$ cat src/rtl/preset_time_setter_if.sv
// Interface for the preset time setter: enable, keys, BCD base time in, registered result time out.
// The master side drives keys and base time; the slave side is the setter itself.
interface preset_time_setter_if;
   logic       en;
   logic [9:0] keypad;
   logic       sharp;
   logic [3:0] hour_ten_in, hour_one_in, min_ten_in, min_one_in, sec_ten_in, sec_one_in;
   logic [3:0] hour_ten_out, hour_one_out, min_ten_out, min_one_out, sec_ten_out, sec_one_out;
   logic       completeSetting;
   logic       busy;

   modport master (
      output en, keypad, sharp,
      output hour_ten_in, hour_one_in, min_ten_in, min_one_in, sec_ten_in, sec_one_in,
      input  hour_ten_out, hour_one_out, min_ten_out, min_one_out, sec_ten_out, sec_one_out,
      input  completeSetting, busy
   );

   modport slave (
      input  en, keypad, sharp,
      input  hour_ten_in, hour_one_in, min_ten_in, min_one_in, sec_ten_in, sec_one_in,
      output hour_ten_out, hour_one_out, min_ten_out, min_one_out, sec_ten_out, sec_one_out,
      output completeSetting, busy
   );
endinterface

$ cat src/rtl/preset_time_setter.sv
// Preset shortcut time setter: key presses build a BCD offset, sharp adds it to a snapshot
// of the base time with a digit-serial BCD adder and publishes the result with a pulse.
module preset_time_setter #(
   parameter int                        NUM_PRESETS  = 4,
   parameter logic [24*NUM_PRESETS-1:0] PRESET_TABLE = {24'h001000, 24'h000100, 24'h000030, 24'h000005},
   parameter int                        ACCUMULATE   = 1
) (
   input logic                 clk,
   input logic                 rst,
   preset_time_setter_if.slave bus
);

   typedef enum logic [1:0] {IDLE, SELECT, ACC, ADD} state_e;

   state_e      state_q, state_d;
   logic [9:0]  key_q, key_prev_q;
   logic        sharp_q, sharp_prev_q;
   logic [23:0] offset_q, offset_d;
   logic [23:0] opnd_q, opnd_d;
   logic [19:0] sum_q, sum_d;
   logic [23:0] time_q, time_d;
   logic [2:0]  cnt_q, cnt_d;
   logic        carry_q, carry_d;
   logic        done_q, done_d;

   logic [9:0]  key_edge;
   logic        sharp_edge;
   logic        key_valid;
   logic [23:0] key_preset;
   logic [3:0]  dig_a, dig_b, dig_out;
   logic [4:0]  dig_s, radix;
   logic        carry_out;
   logic [6:0]  hour_s, hour_wrap;
   logic        hour_ovf;

   function automatic logic [7:0] to_bcd(input logic [6:0] h);
      if (h >= 7'd20)      to_bcd = {4'd2, 4'(h - 7'd20)};
      else if (h >= 7'd10) to_bcd = {4'd1, 4'(h - 7'd10)};
      else                 to_bcd = {4'd0, h[3:0]};
   endfunction

   // A selection is valid only when exactly one key rose and it maps to an active preset.
   always_comb begin
      // NOTE: every combinational output gets a default first so no latch is inferred.
      key_edge   = key_q & ~key_prev_q;
      sharp_edge = sharp_q & ~sharp_prev_q;
      key_valid  = 1'b0;
      key_preset = '0;
      for (int i = 0; i < NUM_PRESETS; i++) begin
         if (key_edge == (10'd1 << i)) begin
            key_valid  = 1'b1;
            key_preset = PRESET_TABLE[24*i +: 24];
         end
      end
   end

   // One BCD digit per cycle; odd digit positions are the tens of seconds/minutes (radix 6).
   always_comb begin
      dig_a     = offset_q[{cnt_q, 2'b00} +: 4];
      dig_b     = opnd_q[{cnt_q, 2'b00} +: 4];
      dig_s     = {1'b0, dig_a} + {1'b0, dig_b} + {4'b0000, carry_q};
      radix     = cnt_q[0] ? 5'd6 : 5'd10;
      carry_out = (dig_s >= radix);
      dig_out   = carry_out ? 4'(dig_s - radix) : dig_s[3:0];
      hour_s    = ({2'b00, dig_s} * 7'd10) + {3'b000, sum_q[19:16]};
      hour_ovf  = (hour_s > 7'd23);
      hour_wrap = hour_ovf ? hour_s - 7'd24 : hour_s;
   end

   always_comb begin
      state_d  = state_q;
      offset_d = offset_q;
      opnd_d   = opnd_q;
      sum_d    = sum_q;
      time_d   = time_q;
      cnt_d    = cnt_q;
      carry_d  = carry_q;
      done_d   = 1'b0;
      unique case (state_q)
         IDLE: begin
            offset_d = '0;
            if (bus.en && key_valid) begin
               if (ACCUMULATE != 0) begin
                  opnd_d  = key_preset;
                  cnt_d   = '0;
                  carry_d = 1'b0;
                  state_d = ACC;
               end else begin
                  offset_d = key_preset;
                  state_d  = SELECT;
               end
            end
         end
         SELECT: begin
            if (!bus.en) begin
               offset_d = '0;
               state_d  = IDLE;
            end else if (key_valid) begin
               if (ACCUMULATE != 0) begin
                  opnd_d  = key_preset;
                  cnt_d   = '0;
                  carry_d = 1'b0;
                  state_d = ACC;
               end else begin
                  offset_d = key_preset;
               end
            end else if (sharp_edge) begin
               opnd_d  = {bus.hour_ten_in, bus.hour_one_in, bus.min_ten_in,
                          bus.min_one_in, bus.sec_ten_in, bus.sec_one_in};
               cnt_d   = '0;
               carry_d = 1'b0;
               state_d = ADD;
            end
         end
         ACC, ADD: begin
            if (state_q == ACC && !bus.en) begin
               offset_d = '0;
               cnt_d    = '0;
               carry_d  = 1'b0;
               state_d  = IDLE;
            end else if (cnt_q != 3'd5) begin
               sum_d[{cnt_q, 2'b00} +: 4] = dig_out;
               carry_d = carry_out;
               cnt_d   = cnt_q + 3'd1;
            end else begin
               cnt_d   = '0;
               carry_d = 1'b0;
               if (state_q == ACC) begin
                  offset_d = hour_ovf ? 24'h235959 : {to_bcd(hour_s), sum_q[15:0]};
                  state_d  = SELECT;
               end else begin
                  time_d   = {to_bcd(hour_wrap), sum_q[15:0]};
                  offset_d = '0;
                  done_d   = 1'b1;
                  state_d  = IDLE;
               end
            end
         end
         default: state_d = IDLE;
      endcase
   end

   always_ff @(posedge clk) begin
      if (rst) begin
         state_q      <= IDLE;
         key_q        <= '0;
         key_prev_q   <= '0;
         sharp_q      <= 1'b0;
         sharp_prev_q <= 1'b0;
         offset_q     <= '0;
         opnd_q       <= '0;
         sum_q        <= '0;
         time_q       <= '0;
         cnt_q        <= '0;
         carry_q      <= 1'b0;
         done_q       <= 1'b0;
      end else begin
         // NOTE: sequential state uses <= so every flop samples pre-edge values.
         state_q      <= state_d;
         key_q        <= bus.keypad;
         key_prev_q   <= key_q;
         sharp_q      <= bus.sharp;
         sharp_prev_q <= sharp_q;
         offset_q     <= offset_d;
         opnd_q       <= opnd_d;
         sum_q        <= sum_d;
         time_q       <= time_d;
         cnt_q        <= cnt_d;
         carry_q      <= carry_d;
         done_q       <= done_d;
      end
   end

   assign bus.hour_ten_out    = time_q[23:20];
   assign bus.hour_one_out    = time_q[19:16];
   assign bus.min_ten_out     = time_q[15:12];
   assign bus.min_one_out     = time_q[11:8];
   assign bus.sec_ten_out     = time_q[7:4];
   assign bus.sec_one_out     = time_q[3:0];
   assign bus.completeSetting = done_q;
   assign bus.busy            = (state_q == ACC) || (state_q == ADD);

endmodule

$ cat src/flat_wrapper.sv
// flat-port wrapper written by rule: the top's interface ports become plain ports
module preset_time_setter_flat 
#(
   parameter int                        NUM_PRESETS  = 4,
   parameter logic [24*NUM_PRESETS-1:0] PRESET_TABLE = {24'h001000, 24'h000100, 24'h000030, 24'h000005},
   parameter int                        ACCUMULATE   = 1
)
  (clk, rst, bus_en, bus_keypad, bus_sharp, bus_hour_ten_in, bus_hour_one_in, bus_min_ten_in, bus_min_one_in, bus_sec_ten_in, bus_sec_one_in, bus_hour_ten_out, bus_hour_one_out, bus_min_ten_out, bus_min_one_out, bus_sec_ten_out, bus_sec_one_out, bus_completeSetting, bus_busy);
  preset_time_setter_if bus_i ();
  input logic clk;
  input logic rst;
  input wire logic [$bits(bus_i.en)-1:0] bus_en;
  input wire logic [$bits(bus_i.keypad)-1:0] bus_keypad;
  input wire logic [$bits(bus_i.sharp)-1:0] bus_sharp;
  input wire logic [$bits(bus_i.hour_ten_in)-1:0] bus_hour_ten_in;
  input wire logic [$bits(bus_i.hour_one_in)-1:0] bus_hour_one_in;
  input wire logic [$bits(bus_i.min_ten_in)-1:0] bus_min_ten_in;
  input wire logic [$bits(bus_i.min_one_in)-1:0] bus_min_one_in;
  input wire logic [$bits(bus_i.sec_ten_in)-1:0] bus_sec_ten_in;
  input wire logic [$bits(bus_i.sec_one_in)-1:0] bus_sec_one_in;
  output wire logic [$bits(bus_i.hour_ten_out)-1:0] bus_hour_ten_out;
  output wire logic [$bits(bus_i.hour_one_out)-1:0] bus_hour_one_out;
  output wire logic [$bits(bus_i.min_ten_out)-1:0] bus_min_ten_out;
  output wire logic [$bits(bus_i.min_one_out)-1:0] bus_min_one_out;
  output wire logic [$bits(bus_i.sec_ten_out)-1:0] bus_sec_ten_out;
  output wire logic [$bits(bus_i.sec_one_out)-1:0] bus_sec_one_out;
  output wire logic [$bits(bus_i.completeSetting)-1:0] bus_completeSetting;
  output wire logic [$bits(bus_i.busy)-1:0] bus_busy;
  assign bus_i.en = bus_en;
  assign bus_i.keypad = bus_keypad;
  assign bus_i.sharp = bus_sharp;
  assign bus_i.hour_ten_in = bus_hour_ten_in;
  assign bus_i.hour_one_in = bus_hour_one_in;
  assign bus_i.min_ten_in = bus_min_ten_in;
  assign bus_i.min_one_in = bus_min_one_in;
  assign bus_i.sec_ten_in = bus_sec_ten_in;
  assign bus_i.sec_one_in = bus_sec_one_in;
  assign bus_hour_ten_out = bus_i.hour_ten_out;
  assign bus_hour_one_out = bus_i.hour_one_out;
  assign bus_min_ten_out = bus_i.min_ten_out;
  assign bus_min_one_out = bus_i.min_one_out;
  assign bus_sec_ten_out = bus_i.sec_ten_out;
  assign bus_sec_one_out = bus_i.sec_one_out;
  assign bus_completeSetting = bus_i.completeSetting;
  assign bus_busy = bus_i.busy;
  preset_time_setter #(.NUM_PRESETS(NUM_PRESETS), .PRESET_TABLE(PRESET_TABLE), .ACCUMULATE(ACCUMULATE)) u_core (.clk(clk), .rst(rst), .bus(bus_i));
endmodule
$ cat config.mk
export PLATFORM = sky130hd
export DESIGN_NAME = preset_time_setter_flat
export DESIGN_NICKNAME = d
export VERILOG_FILES = /design/src/rtl/preset_time_setter_if.sv /design/src/rtl/preset_time_setter.sv /design/src/flat_wrapper.sv
export SDC_FILE = /design/constraint.sdc
export NUM_CORES = 1
export LEC_CHECK = 0
export ABC_AREA = 1
export CAP_MARGIN = 25
export CORE_AREA = 2 2 111 113
export DETAILED_ROUTE_END_ITERATION = 8
export DIE_AREA = 0 0 113 115
export PLACE_DENSITY_LB_ADDON = 0.25
export SLEW_MARGIN = 10
export SYNTH_ARGS = -nofsm -noshare
export SYNTH_HDL_FRONTEND = slang
export SYNTH_SLANG_ARGS = --single-unit
$ cat constraint.sdc
create_clock -name clk -period 4.9 [get_ports clk]
set_input_delay 0.98 -clock clk [delete_from_list [all_inputs] [get_ports clk]]
set_output_delay 0.98 -clock clk [all_outputs]
set_load 0.05 [all_outputs]
## Yosys cells after proc, flatten, opt, wreduce, memory -nomap -nowiden

Cells that the tools add are included.

- Register bits after elaboration: 121
- Output and inout port bits: 26

- Add/subtract/negate cells: 11
- $mul: 1
- Order comparisons: 6
- Equality and inequality tests: 14
- Shift operators: 4
- Multiplexer cells: 50
- Bitwise operators: 8
- Reductions and logical operators: 14

Operators by type and width:

| operator | count |
|---|---|
| $mux 24 | 9 |
| $pmux 24 s3 | 1 |
| $pmux 24 s2 | 1 |
| $shiftx 24x6->4 | 2 |
| $mux 3 | 7 |
| $bwmux 20 | 1 |
| $shift 4x7->20 const A | 1 |
| $shiftx 4x7->20 | 1 |
| $mux 8 | 2 |
| $ge 7x4->1 const B | 2 |
| $ge 7x5->1 const B | 2 |
| $mux 13 | 1 |
| $mux 1 | 12 |
| $mux 2 | 6 |
| $and 10x10->10 | 1 |
| $eq 10x1->1 const B | 1 |
| $eq 10x2->1 const B | 1 |
| $eq 10x3->1 const B | 1 |
| $eq 10x4->1 const B | 1 |
| $mux 5 | 2 |
| $not 10->10 | 1 |
| $mux 9 | 1 |
| $pmux 3 s3 | 1 |
| $reduce_and 3->1 | 3 |
| 36 further kinds | 47 |

## Longest topological paths before layout

Gate-level depths: netlist (run 1).

- Depth after elaboration: 13
- Mapped depth: 34
- Depth with buffers taken out: 33

## Worst setup path after synthesis (run 1)

OpenSTA, ideal clock, no wires.

- Path type: register -> register
- Start point: register u_core.cnt_q[0]
- End point: register u_core.time_q[17]
- Arrival time: 4735 ps
- Required time: 4791 ps
- Slack: 56 ps
- Cell stages (with the launch flop): 32
- Period minus slack after synthesis: 4844 ps
- Cell sequence: dfxtp_1 > clkbuf_1 > inv_1 > buf_1 > nor2_1 > o22ai_1 > nand2_1 > o21ai_0 > fa_1 > inv_1 > fa_1 > xnor2_1 > ha_1 > ha_1 > a21oi_1 > nand3b_1 > nand2_1 > inv_1 > ha_1 > inv_1 > xor2_1 > nand3_1 > nor2_1 > nor2_2 > nor2_4 > inv_2 > nand2_4 > nand2_2 > nand2_1 > nand3_1 > nand2_1 > inv_1

- Cells in the longest elaborated chain, start to end: 10

Ends and longest elaborated chain:

| item | line | RTL |
|---|---|---|
| start, declared | preset_time_setter.sv:22 | `logic [2:0] cnt_q, cnt_d;` |
| start signal, assigned | preset_time_setter.sv:168 | `cnt_q <= cnt_d;` |
| $shiftx 24x6->4 (on tied branches) | preset_time_setter.sv:59, preset_time_setter.sv:60 |  |
| $add 4x4->5 | preset_time_setter.sv:61 | `dig_s = {1'b0, dig_a} + {1'b0, dig_b} + {4'b0000, carry_q};` |
| $add 5x1->5 | preset_time_setter.sv:61 |  |
| $mul 5x3->6 | preset_time_setter.sv:65 | `hour_s = ({2'b00, dig_s} * 7'd10) + {3'b000, sum_q[19:16]};` |
| $add 7x4->7 | preset_time_setter.sv:65 |  |
| $sub 7x5->7 / $gt 7x5->1 (equally long branches) | preset_time_setter.sv:67, preset_time_setter.sv:66 |  |
| $mux 7 | preset_time_setter.sv:67 | `hour_wrap = hour_ovf ? hour_s - 7'd24 : hour_s;` |
| $ge 7x4->1 / $sub 4x4->4 (equally long branches) | preset_time_setter.sv:38 | `else if (h >= 7'd10) to_bcd = {4'd1, 4'(h - 7'd10)};` |
| $mux 5 | preset_time_setter.sv:38 |  |
| $mux 8 | preset_time_setter.sv:37 | `if (h >= 7'd20) to_bcd = {4'd2, 4'(h - 7'd20)};` |
| end signal, assigned | preset_time_setter.sv:167 | `time_q <= time_d;` |
| end, declared | preset_time_setter.sv:21 | `logic [23:0] time_q, time_d;` |

Parallel ways exist; a longest one is shown, timed or not.
A chain may end at the register's enable or synchronous reset.

## Worst setup path in the final report (run 1)

Ends and elaborated chain as after synthesis.

==> results.toml, run 1 <==
[synthesis]
netlist_instances = 814
yosysSeqAreaShare = 0.396
yosysWarnings = 0
syn_area_um2 = 5910
synth_seq_cells = 117
synth_edf_count = 0
synth.avg_cell_area_um2 = 7.26
synth_flop_cell = "dfxtp_1"
synth_cell_types = 49
async_flop_share = 0

[power]
powerDensity_nw_per_um2 = 531
vdd_ir_drop_max_v = 0.000272
p_leak_nw = 3.12

[setup_path]
cp_slowest_cell = "fa_2"
cp_common_cell = "inv_1"
r2r-end = "u_core.time_q[17]"
timing.rr.start = "u_core.cnt_q[0]"
endpoint_kind = "flop"
ff2ff_path_depth = 29
crit_fanout = 25
cp_num_cells = 29
cp-startpoint = "u_core.cnt_q[0]"
crit_type = "reg2reg"
path_delay_family = "adder cells"
cp-start-kind = "flop"
reg2reg_slack_ns = 0.29
crit_arrival_ns = 4.93
cp_num_buf_inv = 8
cp.required_ns = 5.22
max_stage_delay_ns = 0.56

[routing]
wl_um = 14400
num_vias = 5524
routedWlPerCell_um = 13.8
route.detailed.drc = 5
ant_nets = 0
via_per_inst = 5.30
drtIter0Drc = 318
drtPass1Iterations = 7

[placement]
placed_cell_area_um2 = 6700
io_buffers = 61
gp_congestion = 0.904
place_hpwl_um = 10100
place_ws_ns = 0.0376

[grt]
grt_use_total = 0.229
met3_usage = 0.0559
antenna_found_initial = 0
grt_busiest_layer = "met2"
grt_max_degree = 85
use_met2 = 0.376
grt_pass1_wl_um = 23800
grt_util_met1 = 0.297
grt_remaining_overflow = 0
grt_pass1_vias = 5093

[timing]
finalClockSkew_ns = 0.00855
setup_ws_ns = 0.292
hold_viol = 0
maxSlewHeadroom = 0.413
max_freq_mhz = 217
slew_violations = 0
setup_viol = 0
worst_pin_slew_ns = 0.879
layout_min_cycle_time_ns = 4.61
period_share = 0.940

[min_path]
hp-class = "reg2reg"
holdPathStages = 2
whs_endpoint = "u_core.key_prev_q[5]"
min_from = "u_core.key_q[5]"

[cells_and_area]
areaGrowthSynthToFinish_pct = 24.6
fin_area_um2 = 7370
drive_above_1_share = 0.134
nFillCells = 1056
fin_nets = 954
fin_util = 0.624
num_antenna_cells = 0

[clock_tree]
hold_buffers = 0
htreeDepth = 4
clock_path_buffers = 2
cts_tree = "yes"
cts_root_buf = "clkbuf_16"
numCtsBuffers = 17
cts.sinks = 117
clkLatencyLatePin_ns = 0.42
clkTransAtPathRegs_ns = 0.05

[floorplan]
io_pins = 64
die_h_um = 115
start_util = 0.500
core_um2 = 11800
die_area_um2 = 13000
die_w_um = 113
num_rows = 40

[outcome]
violations = "design-rule violations"
run_status = "finished with violations"

[flow_run]
cap_violations = 0
tightest hold or removal path, delay by kind of cell, from the launching register on:
kind	cells	cell delay (ns)
AND/OR/NAND/NOR	1	0.03
flip-flops	1	0.30
buffers and inverters	1	0.05
power breakdown:
| group | internal (W) | switching, W |
|---|---|---|
| Sequential | 0.000980 | 0.0000194 |
| Combinational | 0.000661 | 0.00115 |
| Clock | 0.000652 | 0.000444 |
state kept, by name (all words and copies together), names as in the netlist:
register                    cells
u_core.opnd_q                  24
u_core.offset_q                22
u_core.time_q                  22
u_core.sum_q                   20
u_core.key_prev_q              10
u_core.key_q                   10
u_core.cnt_q                    3
u_core.state_q                  2
u_core.bus.completeSetting      1
u_core.carry_q                  1
u_core.sharp_prev_q             1
u_core.sharp_q                  1
worst max-delay path by stage:
stage | end
after floorplan | u_core.time_q[17]
after global placement | u_core.time_q[17]
after detailed placement | u_core.time_q[17]
after CTS | u_core.time_q[17]
after global routing | u_core.time_q[19]
final | u_core.time_q[17]
cells by family (layout without fill, tap and decap cells):
family / Yosys count / count (layout) / share of synthesized area
buffers and inverters: 133 / 214 / 0.0891
flip-flops: 117 / 117 / 0.396
XOR/XNOR: 6 / 6 / 0.0102
AO/OA/AOI/OAI: 180 / 180 / 0.167
other: 1 / 2 / 0.000635
adder cells (fa/ha/maj): 32 / 32 / 0.0741
AND/OR/NAND/NOR: 345 / 345 / 0.263
layout make-up:
cell class / count / area [µm²] / area share
clock buffer: 19 / 443 / 0.0601
clock inverter: 12 / 82.6 / 0.0112
inverter: 99 / 380 / 0.0516
multi-input combinational: 565 / 3130 / 0.425
sequential: 117 / 2340 / 0.318
tap: 147 / 184 / 0.0250
timing repair buffer: 84 / 798 / 0.108
metrics by stage:
| step | power (W) | hold slack (ns) | instances | TNS, ns |
|---|---|---|---|---|
| 2_1_floorplan | 0.00228 | 0.403 | 815 | 0 |
| 3_5_place_dp | 0.00271 | 0.413 | 1007 | 0 |
| 3_3_place_gp | 0.00269 | 0.408 | 1007 | 0 |
| 4_1_cts | 0.00383 | 0.420 | 1038 | 0 |
| 6_report | 0.00391 | 0.416 | 1043 | 0 |
| 5_1_grt | 0.00419 | 0.432 | 1043 | -0.0163 |
layout by cell type (no fill, tap or decap), types with 9 or more instances in the layout:
cell               n
nand2_1          162
dfxtp_1          115
nor2_1            91
a21oi_1           84
inv_1             83
clkdlybuf4s50_1   60
o21ai_0           54
nand3_1           42
ha_1              25
buf_4             20
clkbuf_16         17
inv_2             11
nor3_1            10
o22ai_1            9
synth_stat cells, types with 2 or more instances:
library cell	instances	share of area
xor2_1	3	0.0044
dfxtp_1	117	0.40
nand3b_1	2	0.0025
buf_1	5	0.0032
fa_1	5	0.017
a31oi_1	7	0.0074
inv_1	85	0.054
buf_4	2	0.0025
a21oi_2	2	0.0030
nor2_4	4	0.0076
inv_4	2	0.0021
clkbuf_1	20	0.013
nand2_4	3	0.0057
nor3_1	10	0.0085
nand3_2	4	0.0068
a31o_2	2	0.0030
xnor2_1	2	0.0030
or2_2	2	0.0021
nor2_2	7	0.0074
clkinv_1	3	0.0019
nand2_2	7	0.0074
nand3_1	42	0.036
nor2_1	92	0.058
o211ai_1	2	0.0025
ha_1	27	0.057
a221oi_1	3	0.0044
inv_2	9	0.0057
o22ai_1	9	0.0095
buf_2	5	0.0042
a211oi_1	5	0.0064
o21ai_0	58	0.049
o21a_1	2	0.0025
nand4_1	4	0.0042
a21oi_1	86	0.073
nand2_1	162	0.10
per-layer routing:
layer,share of wire,vias to the layer above
met5,0,-
met4,0.015,0
met3,0.058,24
met2,0.48,177
met1,0.45,2528
li1,-,2795
timing repair:
item,in CTS,in global routing
resized for setup,0,26
endpoints found under the setup margin,0,27
buffers inserted,0,5
No activity file was read; power rests on OpenSTA's default activity.
==> run 2: changes to the inputs <==
Settings changed: CORE_AREA 2 2 111 113 to 2 2 91 137, CTS_CLUSTER_SIZE set to 30, DIE_AREA 0 0 113 115 to 0 0 93 139.
==> results.toml, run 2 (synthesis results as in run 1) <==
[clock_tree]
cts_root_buf = "clkbuf_16"
hold_buffers = 0
clkLatencyLatePin_ns = 0.41
clkTransAtPathRegs_ns = 0.05
cts.sinks = 117
clock_path_buffers = 2
htreeDepth = 4
numCtsBuffers = 17
cts_tree = "yes"

[cells_and_area]
num_antenna_cells = 0
fin_area_um2 = 7510
layout_common_cells = "nand2_1 (162), dfxtp_1 (115), nor2_1 (90), a21oi_1 (83), inv_1 (83)"
regArea_um2 = 2350
areaGrowthSynthToFinish_pct = 27.0
final-instance-count-excl-fill = 1050
drive_above_1_share = 0.138
multi_input_area_um2 = 3130
fin_nets = 954
final_common_cell = "nand2_1"
top_regs = "u_core.opnd_q x24, u_core.offset_q x22, u_core.time_q x22"
top_register = "u_core.opnd_q"
largest_reg_flops = 24
nFillCells = 1047
fin_util = 0.638

[timing]
finalClockSkew_ns = 0.00728
max_freq_mhz = 215
maxSlewHeadroom = 0.428
layout_min_cycle_time_ns = 4.64
setup_viol = 0
hold_viol = 0
period_share = 0.948
tns_ns = 0
slew_violations = 0
worst_pin_slew_ns = 0.858

[setup_path]
crit_type = "reg2reg"
endpoint_kind = "flop"
crit_fanout = 10
cp.required_ns = 5.24
crit_arrival_ns = 4.98
ff2ff_path_depth = 27
r2r-end = "u_core.offset_q[18]"
timing.rr.start = "u_core.cnt_q[0]"
reg2reg_slack_ns = 0.26
cp-start-kind = "flop"

[min_path]
hp-class = "reg2reg"
min_from = "u_core.key_q[5]"
holdPathStages = 2
whs_endpoint = "u_core.key_prev_q[5]"

[routing]
wl_met2_um = 7830
wl_met3_um = 564
via_per_inst = 5.31
routedWlPerCell_um = 14.2
ant_nets = 0
drtIter0Drc = 342
route.top_layer_used = "met4"
drt-met1-wl_um = 5870
wl_um = 14900
route.detailed.drc = 0
drtPass1Iterations = 5
num_vias = 5571

[power]
power_frac_comb = 0.432
p_sw_w = 0.00161
p_leak_nw = 3.19
p_seq_frac = 0.238
powerDensity_nw_per_um2 = 560
power_frac_clock = 0.330
internal-power_w = 0.00259
swShare = 0.383
vdd_ir_drop_max_v = 0.000318
p_total_w = 0.00420

[floorplan]
die_h_um = 139
io_pins = 64
start_util = 0.502
die_w_um = 93
num_rows = 49
die_area_um2 = 12900
core_um2 = 11800

[grt]
grt_max_degree = 85
grt_pass1_wl_um = 25100
grt_use_total = 0.238
grt_pass1_vias = 5553
antenna_found_initial = 0
grt_remaining_overflow = 0

[placement]
io_buffers = 61
placed_cell_area_um2 = 6700
gp_congestion = 0.924
dp.cells = 1013
place_hpwl_um = 10900

[flow_run]
cap_violations = 0

[outcome]
run_status = "finished clean"
==> run 2: power by group through the flow <==
stage	clock (W)	sequential, W	combinational, W
after floorplan	0	0.00101	0.00127
after global placement	0	0.00102	0.00166
after detailed placement	0	0.00102	0.00170
after CTS	0.00140	0.000999	0.00173
after global routing	0.00144	0.00100	0.00202
final	0.00139	0.00100	0.00181
==> run 2: area by class of cell <==
cell class                 instances  share of cell area
multi-input combinational        565               0.418
sequential                       117               0.313
timing repair buffer              84               0.105
clock buffer                      22              0.0632
inverter                          99              0.0502
clock inverter                    10              0.0257
tap                              153              0.0255
==> run 2: worst max path at each step <==
stage	from	end	slack, ns	cells after the start
6_report	u_core.cnt_q[0]	u_core.offset_q[18]	0.26	27
5_1_grt	u_core.cnt_q[0]	u_core.time_q[17]	-0.03	34
4_1_cts	u_core.cnt_q[2]	u_core.offset_q[18]	0.04	23
3_5_place_dp	u_core.cnt_q[2]	u_core.offset_q[18]	-0.09	23
3_3_place_gp	u_core.cnt_q[2]	u_core.offset_q[18]	-0.02	23
2_1_floorplan	u_core.cnt_q[0]	u_core.time_q[17]	0.06	31
==> run 2: what timing repair did <==
action	CTS	global route
pin swaps	0	6
gates cloned	0	0
buffers inserted	0	5
resized for setup	2	31
setup endpoints to repair	4	27
==> run 2: worst max-delay path: stages (launching register included) <==
cell      delay (ns)
dfxtp_4         0.36
inv_2           0.09
buf_4           0.17
nand2_1         0.07
a221oi_1        0.43
a31o_2          0.20
ha_1            0.28
inv_1           0.09
nand3_1         0.12
nand2_1         0.11
inv_1           0.08
ha_1            0.31
ha_1            0.22
fa_2            0.36
xnor2_2         0.21
inv_1           0.06
nand3_1         0.10
nand2_1         0.07
nand2_2         0.11
nand2_2         0.10
nor2_4          0.12
nand3_4         0.11
nand2_4         0.12
buf_4           0.13
nand2_1         0.06
a211oi_1        0.30
a21oi_1         0.08
nor2_1          0.10
==> run 2: metal layers <==
layer | vias to the layer above | global-route usage
li1 | 2787 | -
met1 | 2571 | 0.263
met2 | 160 | 0.422
met3 | 53 | 0.0484
met4 | 0 | 0.128
met5 | - | 0
==> run 2: metrics by stage <==
stage,hold slack (ns),setup slack (ns)
finish,0.416,0.256
floorplan,0.403,0.0563
detailed placement,0.410,-0.0944
global route,0.443,-0.0306
global placement,0.407,-0.0201
CTS,0.418,0.0377
